### src/rtl/grex_sched_pkg.sv
// grex_sched_pkg
// Shared definitions for the GREX measurement scheduler:
//   - sched_state_e : scheduler FSM state encoding
//   - DEF_*         : default parameter values used by the interface and the top
//   - cnt_bits()    : width needed to hold a counter value 0..max_val
package grex_sched_pkg;

  typedef enum logic [1:0] {
    S_IDLE  = 2'd0,
    S_START = 2'd1,
    S_WAIT  = 2'd2,
    S_OUT   = 2'd3
  } sched_state_e;

  localparam int DEF_CNT_W    = 8;
  localparam int DEF_AVG_LOG2 = 2;
  localparam int DEF_TIMEOUT  = 255;
  localparam int DEF_PER_W    = 16;

  // Width of a counter that must reach max_val (at least one bit).
  function automatic int cnt_bits(input int max_val);
    if (max_val < 2) begin
      return 1;
    end else begin
      return $clog2(max_val + 1);
    end
  endfunction

endpackage

### src/rtl/grex_meas_sched_if.sv
// grex_meas_sched_if
// Bundles the two handshakes of the measurement scheduler:
//   conversion side : conv_start (to front-end), conv_done / conv_count (from front-end)
//   result side     : res_valid / res_data / res_timeout (to consumer), res_ready (from consumer)
// Modports:
//   master : the scheduler (drives conv_start and the result bus)
//   slave  : front-end controller plus result consumer
interface grex_meas_sched_if #(
  parameter int CNT_W = grex_sched_pkg::DEF_CNT_W
);

  logic             conv_start;
  logic             conv_done;
  logic [CNT_W-1:0] conv_count;
  logic             res_valid;
  logic             res_ready;
  logic [CNT_W-1:0] res_data;
  logic             res_timeout;

  modport master (
    output conv_start,
    input  conv_done,
    input  conv_count,
    output res_valid,
    input  res_ready,
    output res_data,
    output res_timeout
  );

  modport slave (
    input  conv_start,
    output conv_done,
    output conv_count,
    input  res_valid,
    output res_ready,
    input  res_data,
    input  res_timeout
  );

endinterface

### src/rtl/grex_period_timer.sv
// grex_period_timer
// Free-running period counter for continuous measurement mode.
// Counts 0..period-1 while cont_en=1 and period!=0 and flags tick on the
// last count, then wraps. Disabled (cont_en=0 or period=0) holds the count at 0.
// Ports:
//   clk, reset : clock, synchronous active-high reset
//   cont_en    : continuous mode enable
//   period     : cycles between ticks (0 = never tick)
//   tick       : high for one cycle every period cycles
module grex_period_timer #(
  parameter int PER_W = grex_sched_pkg::DEF_PER_W
) (
  input  logic             clk,
  input  logic             reset,
  input  logic             cont_en,
  input  logic [PER_W-1:0] period,
  output logic             tick
);

  logic [PER_W-1:0] count_r;
  logic             run_s;
  logic             wrap_s;

  // Run/wrap decode. ">=" also recovers at once if period is lowered below
  // the current count instead of running all the way round the counter.
  always_comb begin
    run_s = cont_en && (period != {PER_W{1'b0}});
    if (run_s) begin
      wrap_s = (count_r >= (period - PER_W'(1'b1)));
    end else begin
      wrap_s = 1'b0;
    end
  end

  // Period counter register.
  always_ff @(posedge clk) begin
    if (reset) begin
      count_r <= {PER_W{1'b0}};
    end else if (!run_s) begin
      count_r <= {PER_W{1'b0}};
    end else if (wrap_s) begin
      count_r <= {PER_W{1'b0}};
    end else begin
      count_r <= count_r + PER_W'(1'b1);
    end
  end

  assign tick = wrap_s;

endmodule

### src/rtl/grex_meas_sched.sv
// grex_meas_sched
// Measurement scheduler for the GREX temperature-sensor front-end.
// Turns single requests (req_single) or periodic ticks (cont_en/period) into
// a burst of 2^AVG_LOG2 conversions, waits up to TIMEOUT cycles for each
// conv_done, averages the counts and offers the result on a valid/ready port.
// Ports:
//   clk, reset    : clock, synchronous active-high reset
//   bus (master)  : conv_start/conv_done/conv_count and res_valid/res_ready/
//                   res_data/res_timeout
//   req_single    : one-cycle single measurement request
//   cont_en       : continuous mode enable
//   period        : continuous mode period in cycles (0 = off)
//   busy          : scheduler not idle
//   overrun       : sticky, a periodic tick was dropped
//   alarm_thr     : alarm threshold on the averaged result
//   alarm_clr     : clears the alarm flag
//   alarm         : sticky alarm flag
// Build option: define GREX_ALARM_EN to enable the threshold alarm; without it
// alarm is tied to 0 and alarm_thr/alarm_clr are ignored.
module grex_meas_sched
  import grex_sched_pkg::*;
#(
  parameter int CNT_W    = DEF_CNT_W,
  parameter int AVG_LOG2 = DEF_AVG_LOG2,
  parameter int TIMEOUT  = DEF_TIMEOUT,
  parameter int PER_W    = DEF_PER_W
) (
  input  logic             clk,
  input  logic             reset,
  grex_meas_sched_if.master bus,
  input  logic             req_single,
  input  logic             cont_en,
  input  logic [PER_W-1:0] period,
  output logic             busy,
  output logic             overrun,
  input  logic [CNT_W-1:0] alarm_thr,
  input  logic             alarm_clr,
  output logic             alarm
);

  localparam int ACC_W  = CNT_W + AVG_LOG2;
  localparam int IDX_W  = (AVG_LOG2 > 0) ? AVG_LOG2 : 1;
  localparam int WAIT_W = cnt_bits(TIMEOUT);
  localparam logic [IDX_W-1:0]  IDX_LAST  = IDX_W'((1 << AVG_LOG2) - 1);
  localparam logic [WAIT_W-1:0] WAIT_LAST = WAIT_W'(TIMEOUT - 1);

  sched_state_e      state_r;
  sched_state_e      state_s;

  logic              tick_s;
  logic              req_any_s;
  logic              consume_s;
  logic              pending_r;
  logic              overrun_r;

  logic [ACC_W-1:0]  acc_r;
  logic [IDX_W-1:0]  idx_r;
  logic [WAIT_W-1:0] wait_r;
  logic [ACC_W-1:0]  sum_s;
  logic [CNT_W-1:0]  avg_s;
  logic              last_done_s;
  logic              expire_s;

  logic              conv_start_s;
  logic              res_valid_s;
  logic              busy_s;
  logic [CNT_W-1:0]  res_data_s;
  logic              res_timeout_s;

  logic              conv_start_r;
  logic              res_valid_r;
  logic [CNT_W-1:0]  res_data_r;
  logic              res_timeout_r;
  logic              busy_r;

  grex_period_timer #(
    .PER_W (PER_W)
  ) u_timer (
    .clk     (clk),
    .reset   (reset),
    .cont_en (cont_en),
    .period  (period),
    .tick    (tick_s)
  );

  // Request sources, pending consumption and WAIT-state events.
  always_comb begin
    req_any_s   = req_single | tick_s;
    consume_s   = (state_r == S_IDLE) && pending_r;
    sum_s       = acc_r + ACC_W'(bus.conv_count);
    avg_s       = CNT_W'(sum_s >> AVG_LOG2);
    last_done_s = (state_r == S_WAIT) && bus.conv_done && (idx_r == IDX_LAST);
    // conv_done on the expiry cycle wins, hence the !conv_done term.
    expire_s    = (state_r == S_WAIT) && !bus.conv_done && (wait_r == WAIT_LAST);
  end

  // Pending request flag and sticky overrun. A new request in the cycle the
  // old one is consumed is kept as the next pending request, not an overrun.
  always_ff @(posedge clk) begin
    if (reset) begin
      pending_r <= 1'b0;
      overrun_r <= 1'b0;
    end else begin
      if (req_any_s) begin
        pending_r <= 1'b1;
      end else if (consume_s) begin
        pending_r <= 1'b0;
      end else begin
        pending_r <= pending_r;
      end
      if (tick_s && pending_r && !consume_s) begin
        overrun_r <= 1'b1;
      end else begin
        overrun_r <= overrun_r;
      end
    end
  end

  // FSM state register.
  always_ff @(posedge clk) begin
    if (reset) begin
      state_r <= S_IDLE;
    end else begin
      state_r <= state_s;
    end
  end

  // FSM next-state logic.
  always_comb begin
    state_s = state_r;
    case (state_r)
      S_IDLE: begin
        if (pending_r) begin
          state_s = S_START;
        end else begin
          state_s = S_IDLE;
        end
      end
      S_START: begin
        state_s = S_WAIT;
      end
      S_WAIT: begin
        if (bus.conv_done) begin
          if (idx_r == IDX_LAST) begin
            state_s = S_OUT;
          end else begin
            state_s = S_START;
          end
        end else if (wait_r == WAIT_LAST) begin
          state_s = S_OUT;
        end else begin
          state_s = S_WAIT;
        end
      end
      S_OUT: begin
        if (bus.res_ready) begin
          state_s = S_IDLE;
        end else begin
          state_s = S_OUT;
        end
      end
      default: begin
        state_s = S_IDLE;
      end
    endcase
  end

  // FSM output logic: next values of the registered outputs, decoded from the
  // next state so every output changes together with the state register.
  always_comb begin
    conv_start_s  = (state_s == S_START);
    res_valid_s   = (state_s == S_OUT);
    busy_s        = (state_s != S_IDLE);
    res_data_s    = res_data_r;
    res_timeout_s = res_timeout_r;
    if (last_done_s) begin
      res_data_s    = avg_s;
      res_timeout_s = 1'b0;
    end else if (expire_s) begin
      res_data_s    = {CNT_W{1'b0}};
      res_timeout_s = 1'b1;
    end else if (state_s == S_START) begin
      res_data_s    = res_data_r;
      res_timeout_s = 1'b0;
    end else begin
      res_data_s    = res_data_r;
      res_timeout_s = res_timeout_r;
    end
  end

  // Accumulator, sample index and per-sample wait counter.
  always_ff @(posedge clk) begin
    if (reset) begin
      acc_r  <= {ACC_W{1'b0}};
      idx_r  <= {IDX_W{1'b0}};
      wait_r <= {WAIT_W{1'b0}};
    end else begin
      case (state_r)
        S_IDLE: begin
          acc_r  <= {ACC_W{1'b0}};
          idx_r  <= {IDX_W{1'b0}};
          wait_r <= {WAIT_W{1'b0}};
        end
        S_START: begin
          wait_r <= {WAIT_W{1'b0}};
        end
        S_WAIT: begin
          if (bus.conv_done) begin
            acc_r <= sum_s;
            idx_r <= idx_r + IDX_W'(1'b1);
          end else begin
            wait_r <= wait_r + WAIT_W'(1'b1);
          end
        end
        default: begin
          acc_r <= acc_r;
        end
      endcase
    end
  end

  // Output registers.
  always_ff @(posedge clk) begin
    if (reset) begin
      conv_start_r  <= 1'b0;
      res_valid_r   <= 1'b0;
      res_data_r    <= {CNT_W{1'b0}};
      res_timeout_r <= 1'b0;
      busy_r        <= 1'b0;
    end else begin
      conv_start_r  <= conv_start_s;
      res_valid_r   <= res_valid_s;
      res_data_r    <= res_data_s;
      res_timeout_r <= res_timeout_s;
      busy_r        <= busy_s;
    end
  end

  assign bus.conv_start  = conv_start_r;
  assign bus.res_valid   = res_valid_r;
  assign bus.res_data    = res_data_r;
  assign bus.res_timeout = res_timeout_r;
  assign busy            = busy_r;
  assign overrun         = overrun_r;

`ifdef GREX_ALARM_EN
  logic out_entry_r;
  logic alarm_set_s;
  logic alarm_r;

  // Marks the first cycle spent in OUT.
  always_ff @(posedge clk) begin
    if (reset) begin
      out_entry_r <= 1'b0;
    end else begin
      out_entry_r <= (state_s == S_OUT) && (state_r != S_OUT);
    end
  end

  // Alarm condition, evaluated once per result on OUT entry.
  always_comb begin
    alarm_set_s = out_entry_r && !res_timeout_r && (res_data_r > alarm_thr);
  end

  // Sticky alarm flag; a set in the same cycle as a clear takes priority.
  always_ff @(posedge clk) begin
    if (reset) begin
      alarm_r <= 1'b0;
    end else if (alarm_set_s) begin
      alarm_r <= 1'b1;
    end else if (alarm_clr) begin
      alarm_r <= 1'b0;
    end else begin
      alarm_r <= alarm_r;
    end
  end

  assign alarm = alarm_r;
`else
  logic unused_alarm_s;
  assign unused_alarm_s = ^{alarm_thr, alarm_clr};
  assign alarm          = 1'b0;
`endif

endmodule

### src/flat_wrapper.sv
// flat-port wrapper written by rule: the top's interface ports become plain ports
module grex_meas_sched_flat import grex_sched_pkg::*;
#(
  parameter int CNT_W    = DEF_CNT_W,
  parameter int AVG_LOG2 = DEF_AVG_LOG2,
  parameter int TIMEOUT  = DEF_TIMEOUT,
  parameter int PER_W    = DEF_PER_W
)
  (clk, reset, req_single, cont_en, period, busy, overrun, alarm_thr, alarm_clr, alarm, bus_conv_start, bus_conv_done, bus_conv_count, bus_res_valid, bus_res_ready, bus_res_data, bus_res_timeout);
  grex_meas_sched_if #(.CNT_W(CNT_W)) bus_i ();
  input  logic clk;
  input  logic reset;
  input  logic req_single;
  input  logic cont_en;
  input  logic [PER_W-1:0] period;
  output logic busy;
  output logic overrun;
  input  logic [CNT_W-1:0] alarm_thr;
  input  logic alarm_clr;
  output logic alarm;
  output wire logic [$bits(bus_i.conv_start)-1:0] bus_conv_start;
  input wire logic [$bits(bus_i.conv_done)-1:0] bus_conv_done;
  input wire logic [$bits(bus_i.conv_count)-1:0] bus_conv_count;
  output wire logic [$bits(bus_i.res_valid)-1:0] bus_res_valid;
  input wire logic [$bits(bus_i.res_ready)-1:0] bus_res_ready;
  output wire logic [$bits(bus_i.res_data)-1:0] bus_res_data;
  output wire logic [$bits(bus_i.res_timeout)-1:0] bus_res_timeout;
  assign bus_conv_start = bus_i.conv_start;
  assign bus_i.conv_done = bus_conv_done;
  assign bus_i.conv_count = bus_conv_count;
  assign bus_res_valid = bus_i.res_valid;
  assign bus_i.res_ready = bus_res_ready;
  assign bus_res_data = bus_i.res_data;
  assign bus_res_timeout = bus_i.res_timeout;
  grex_meas_sched #(.CNT_W(CNT_W), .AVG_LOG2(AVG_LOG2), .TIMEOUT(TIMEOUT), .PER_W(PER_W)) u_core (.clk(clk), .reset(reset), .bus(bus_i), .req_single(req_single), .cont_en(cont_en), .period(period), .busy(busy), .overrun(overrun), .alarm_thr(alarm_thr), .alarm_clr(alarm_clr), .alarm(alarm));
endmodule
### config.mk
export PLATFORM = sky130hd
export DESIGN_NAME = grex_meas_sched_flat
export DESIGN_NICKNAME = d
export VERILOG_FILES = /design/src/rtl/grex_sched_pkg.sv /design/src/rtl/grex_meas_sched_if.sv /design/src/rtl/grex_period_timer.sv /design/src/rtl/grex_meas_sched.sv /design/src/flat_wrapper.sv
export SDC_FILE = /design/constraint.sdc
export NUM_CORES = 1
export LEC_CHECK = 0
export BUFFER_PORTS_ARGS = -buffer_cell sky130_fd_sc_hd__buf_2
export CORE_MARGIN = 10
export CORE_UTILIZATION = 61
export CTS_CLUSTER_SIZE = 30
export DETAILED_ROUTE_END_ITERATION = 10
export GPL_TIMING_DRIVEN = 1
export PLACE_DENSITY = 0.85
export SYNTH_ARGS = -nofsm -noshare
export SYNTH_HDL_FRONTEND = slang
export SYNTH_SLANG_ARGS = --single-unit
### constraint.sdc
create_clock -name clk -period 6 [get_ports clk]
set_clock_uncertainty 0.1 [all_clocks]
set_input_delay 0.9 -clock clk [delete_from_list [all_inputs] [get_ports clk]]
set_output_delay 0.9 -clock clk [all_outputs]
set_load 0.05 [all_outputs]
==> results by group, run 1 <==
Pwr
  • Power, Total: 0.667 mW
  • Pwr dens: 195 mW/mm2
  • Peak supply drop: 0.221 mV
  • Leak: 1.44 nW

Detailed routing
  • DR vias/cell: 5.74
  • Pre-antenna DRT Iters: 4
  • # DRC: 0
  • DR WL/cell: 14.4 um
  • DR iter-0 viols: 123
  • WL final: 6510 um
  • Final ANT Viol Nets: 0
  • Total vias in the final route: 2600

Yosys
  • Compound-gate portion of the synthesized area: 0.145
  • Post-synthesis mux area share: 0.00326
  • Dominant synthesized flop cell: dfxtp_1
  • Syn nets: 415
  • Syn_area_per_cell: 8.88 um2
  • Synth area leader: dfxtp_1
  • Mapped Area: 0.00307 mm2
  • Cells after Synth: 346
  • Post-synth EDFFs: 0
  • Simple logic cell fraction of the synthesized area: 0.238
  • Asr flop ratio synth: 0
  • Yosys reg bits: 52
  • Share of the synthesized area in the top cell type: 0.339
  • Sequential share of the synthesized area: 0.339
  • Synth Area in Adders: 0.125
  • Fraction of synthesized cell area in xor and xnor cells: 0.120
  • Synth area leaders: dfxtp_1 34%, ha_1 12%, xnor2_1 6.0%
  • Netlist cell types: 55
  • YS warnings: 0
  • Largest family of logic cells by synthesized area: simple AND/OR/NAND/NOR gates

Timing
  • Period utilization: 0.639
  • RSZ-0062 raised after global routing: false
  • Setup violators final: 0
  • Final Critical Period: 3830 ps
  • Fmax: 0.261 GHz
  • Fin. Hold Viols: 0
  • Worst Tran Pin Value: 856 ps
  • Max Slew Vio Count: 0
  • Fin Setup TNS: 0 ps
  • Final worst slack: 2170 ps
  • Slew headroom: 0.425

Clock tree
  • CTS tree: done
  • Inserted Clock Buffers: 5
  • H-Tree Depth: 2
  • CTS max path bufs: 2
  • Number of hold buffers added after cts: 0
  • Root buf cell: clkbuf_8
  • Worst-Skew Late Latency: 310 ps
  • Post-CTS Setup Bufs: 0
  • Post-CTS Resized: 0
  • Clk sinks: 52
  • Clock Pin Slew Worst Setup and Hold Paths: 100 ps

Floorplanning
  • Initial Util: 0.638
  • Core ar.: 0.00482 mm2
  • I/O pins: 53
  • Die area: 0.00828 mm2
  • Chip height: 91.0 um
  • Rows: 25
  • DIE WIDTH: 91.0 um

Finish
  • Final non-filler cell total: 453
  • Diodes inserted: 0
  • Layout cells sized above 1: 0.163
  • Final #Nets: 454
  • Layout area overhead: 11.2%

Min path
  • Worst Hold Depth: 1
  • Hold crit path type: register to register

Critical path
  • WP data required: 6140 ps
  • Critical Path Fanout Max: 16
  • WS Path Type: input port to register
  • R2r worst-path depth: 7
  • CP startpoint kind: input port
  • Setup crit end kind: register
  • Critical path data arrival time: 3970 ps

Placed design
  • RePlAce Congestion: 0.796
  • DP Worst Slack: 1850 ps
  • Post-DP HPWL: 4930 um
  • # port buffers: 42
  • Inst Count DP: 445

GRT
  • Largest net degree at the start of global routing: 28
  • GR Util All Layers: 0.156
  • Initial antenna violation count: 0
  • Vias in the first global route: 2537
  • First-pass GRT wire length: 11300 um
  • Grt ovf: 0

Run
  • Max-cap violations: 0

Status
  • Status: completed
[logic make-up after synthesis]
logic type / after synthesis
compound gates: 62
xor+xnor: 42
fa+ha+maj: 30
buf+inv: 21
flops: 52
mux: 1
other cells: 1
simple gates: 137
[through the flow]
| step | util | area [um2] | hold slack [ps] |
|---|---|---|---|
| after floorplan | - | 3070 | 352 |
| after global placement | 0.689 | 3320 | 338 |
| after detailed placement | 0.689 | 3320 | 348 |
| after CTS | 0.709 | 3420 | 374 |
| after global routing | 0.709 | 3420 | 397 |
| final | 0.709 | 3420 | 374 |
[cells in the final DEF (no fill, tap or decap), types with 14 or more instances in the layout]
cell | synthesis | final
buf_2 | 0 | 42
xnor2_1 | 21 | 21
nand2_1 | 21 | 21
nand3_1 | 15 | 15
nor3_1 | 14 | 14
nor2_1 | 46 | 46
ha_1 | 29 | 29
a21oi_1 | 16 | 16
dfxtp_1 | 52 | 52
xor2_1 | 21 | 21
[layer usage]
metal  track usage  share of wire
met2         0.258           0.47
met5             0              0
met4        0.0366          0.010
met3        0.0395          0.047
met1         0.200           0.47
[state kept, by name, summed over array words and instances (netlist names)]
signal,cells
u_core.busy,1
u_core.bus.res_data,8
u_core.wait_r,8
u_core.u_timer.count_r,16
u_core.bus.conv_start,1
u_core.state_r,2
u_core.bus.res_timeout,1
u_core.overrun,1
u_core.idx_r,2
u_core.bus.res_valid,1
u_core.acc_r,10
u_core.pending_r,1
[final cells by class]
type / instances / area [um2]
Fill cell: 413 / 1400
Timing Repair Buffer: 42 / 210
Clock buffer: 6 / 82.6
Inverter: 11 / 41.3
Multi-Input combinational cell: 273 / 1940
Sequential cell: 52 / 1040
Clock inverter: 2 / 15.0
Tap cell: 67 / 83.8
[synthesized netlist by cell type (2+ instances only)]
library cell / n
o21ai_0: 5
a31oi_1: 3
xor2_1: 21
or4_1: 2
a22o_1: 6
a2bb2oi_1: 2
dfxtp_1: 52
o221ai_1: 2
nor2_1: 46
inv_1: 11
nand2b_1: 6
nand4b_1: 2
and4_1: 2
a211oi_1: 2
nand2_1: 21
a31o_2: 2
a21oi_1: 16
nand4_1: 7
nor3_1: 14
xnor2_1: 21
o21a_1: 2
ha_1: 29
and3_1: 5
or3_1: 3
a22oi_1: 7
clkbuf_1: 8
nor2b_1: 3
nand3_1: 15
a21o_1: 4
or4_4: 2
[path summary, 6_finish.rpt]
kind	start	slack (ps)	end
hold / removal	u_core.bus.res_data[3]	370	u_core.bus.res_data[3]
setup / recovery	period[2]	2170	u_core.u_timer.count_r[2]
setup reg to reg	u_core.acc_r[0]	3670	u_core.bus.res_data[6]
hold reg to reg	u_core.bus.res_data[3]	370	u_core.bus.res_data[3]
[power by group]
part / internal [mW] / switching (mW) / leakage [nW]
Clock: 0.0935 / 0.116 / 0.0434
Sequential: 0.352 / 0.00698 / 0.420
Combinational: 0.0363 / 0.0626 / 0.972
Total: 0.482 / 0.186 / 1.44
[critical path, stage by stage]
cell and delay [ps]:
buf_2 120, or3_4 400, or4_4 440, or2_4 300, nor4_4 140, xnor2_1 150, ha_1 270, a21oi_1 130
nor2_1 60, a211oi_1 520, nand4b_4 330, nor2_1 200
(Power assumes the default switching activity.)
==> run 2, diff against run 1 <==
- CORE_UTILIZATION: 61 -> 56
- PLACE_DENSITY: 0.85 -> 0.79
- clock period: 6 -> 3.6 ns (I/O delays scaled with it)
==> results by group, run 2 (synthesis gave the netlist of run 1 again) <==
Pwr
  • Pwr dens: 311 mW/mm2
  • Peak supply drop: 0.318 mV
  • Leak: 1.45 nW
  • Power, Total: 1.07 mW

GRT
  • GR Util All Layers: 0.146
  • Grt met2 use: 0.252
  • First-pass GRT wire length: 11000 um
  • Grt ovf: 0
  • Largest net degree at the start of global routing: 28
  • Initial antenna violation count: 0
  • GRT busiest layer: met2
  • M1 GR Usage: 0.177
  • Vias in the first global route: 2565
  • Met3 GRT Util: 0.0344

Critical path
  • WS Path Type: input port to register
  • WP data required: 3720 ps
  • R2r worst-path depth: 7
  • Setup crit end kind: register
  • Reg2reg end: u_core.bus.res_data[6]
  • Reg2reg start: u_core.acc_r[0]
  • CP startpoint kind: input port
  • Critical Path Fanout Max: 4
  • Reg2reg setup slack: 1350 ps
  • Critical path data arrival time: 3420 ps

Timing
  • Setup violators final: 0
  • RSZ-0062 raised after global routing: false
  • Fin. Hold Viols: 0
  • Max Slew Vio Count: 0
  • Final Critical Period: 3300 ps
  • Worst Tran Pin Value: 821 ps
  • Slew headroom: 0.449
  • Fmax: 0.303 GHz
  • Period utilization: 0.917

Floorplanning
  • Initial Util: 0.591
  • Chip height: 94.1 um
  • Core ar.: 0.00520 mm2
  • I/O pins: 53
  • Rows: 26
  • Die area: 0.00885 mm2
  • DIE WIDTH: 94.1 um

Min path
  • Hold Path End: u_core.bus.res_data[3]
  • Hold crit path type: register to register
  • Worst Hold Depth: 1
  • Hold Startpoint: u_core.bus.res_data[3]

Detailed routing
  • Final ANT Viol Nets: 0
  • # DRC: 0
  • Pre-antenna DRT Iters: 4
  • Total vias in the final route: 2551
  • DR vias/cell: 5.56
  • WL final: 6260 um
  • DR WL/cell: 13.6 um
  • DR iter-0 viols: 134

Placed design
  • # port buffers: 42
  • RePlAce Congestion: 0.875
  • Inst Count DP: 452
  • Post-DP HPWL: 4980 um
  • Post-DP Area: 0.00335 mm2

Clock tree
  • Worst-Skew Late Latency: 290 ps
  • Root buf cell: clkbuf_8
  • CTS tree: done
  • Clock Pin Slew Worst Setup and Hold Paths: 80 ps
  • Post-CTS Setup Bufs: 0
  • H-Tree Depth: 2
  • Number of hold buffers added after cts: 0
  • CTS max path bufs: 2
  • Post-CTS Resized: 0
  • Clk sinks: 52
  • Inserted Clock Buffers: 5

Finish
  • Diodes inserted: 0
  • Top reg by flops: u_core.u_timer.count_r
  • Post-route cell area: 0.00343 mm2
  • Max reg flops: 16
  • Layout area overhead: 11.6%
  • Top flop regs: u_core.u_timer.count_r (16), u_core.acc_r (10)
  • Layout cells sized above 1: 0.167
  • Final non-filler cell total: 459
  • Commonest cells after routing, fill and taps aside: 52 x dfxtp_1, 46 x nor2_1, 42 x buf_2
  • Most common cell after layout, fill and taps aside: dfxtp_1
  • Final #Nets: 458

Run
  • Max-cap violations: 0

Status
  • Status: completed
==> run 2: changes by cell type in the layout (fill, tap and decap cells not counted), sizes merged <==
cell,delta
clkinv,+1
buf,+4
clkinvlp,-2
==> run 2: per-stage QoR <==
stage                     worst slack [ps]   util  TNS [ps]  hold slack [ps]
after global routing                  71.2  0.659         0              383
after floorplan                        286      -         0              352
after detailed placement             -20.5  0.644     -20.5              341
final                                  300  0.659         0              363
after CTS                              301  0.659         0              366
after global placement                74.5  0.644         0              340
==> run 2: routing by layer <==
layer	vias to the layer above	part of all wire
met5	-	0
met4	0	0.0058
met3	4	0.042
met2	35	0.49
met1	1188	0.46
li1	1324	-
==> run 2: worst max path at each step <==
| stage | from | to | depth (start not counted) |
|---|---|---|---|
| after floorplan | period[2] | u_core.u_timer.count_r[8] | 12 |
| after global placement | period[2] | u_core.overrun | 12 |
| final | period[3] | u_core.overrun | 12 |
| after CTS | period[3] | u_core.overrun | 12 |
| after detailed placement | period[3] | u_core.overrun | 12 |
| after global routing | period[3] | u_core.overrun | 12 |
==> run 2: layout make-up <==
class                   count  area, um2
repair buffers             46        240
inverters                  11       41.3
flip-flops and latches     52       1040
multi-input cells         273       1940
clock inverters             1       5.00
fillers                   455       1770
clock buffers               6       72.6
well taps                  70       87.6
==> run 2: worst max-delay path, cell delays in order <==
cell	delay, ps
buf_2	120
or3_4	380
or4_4	440
or2_4	290
nor3_2	170
xnor2_1	90
ha_1	310
nand4_1	140
nor3_1	310
nand4b_1	220
a31o_2	300
o22ai_1	110
==> run 2: power breakdown <==
part | leakage (nW) | internal, mW | switching, mW
clock network | 0.0410 | 0.132 | 0.171
logic | 0.991 | 0.0614 | 0.104
registers | 0.420 | 0.586 | 0.0111
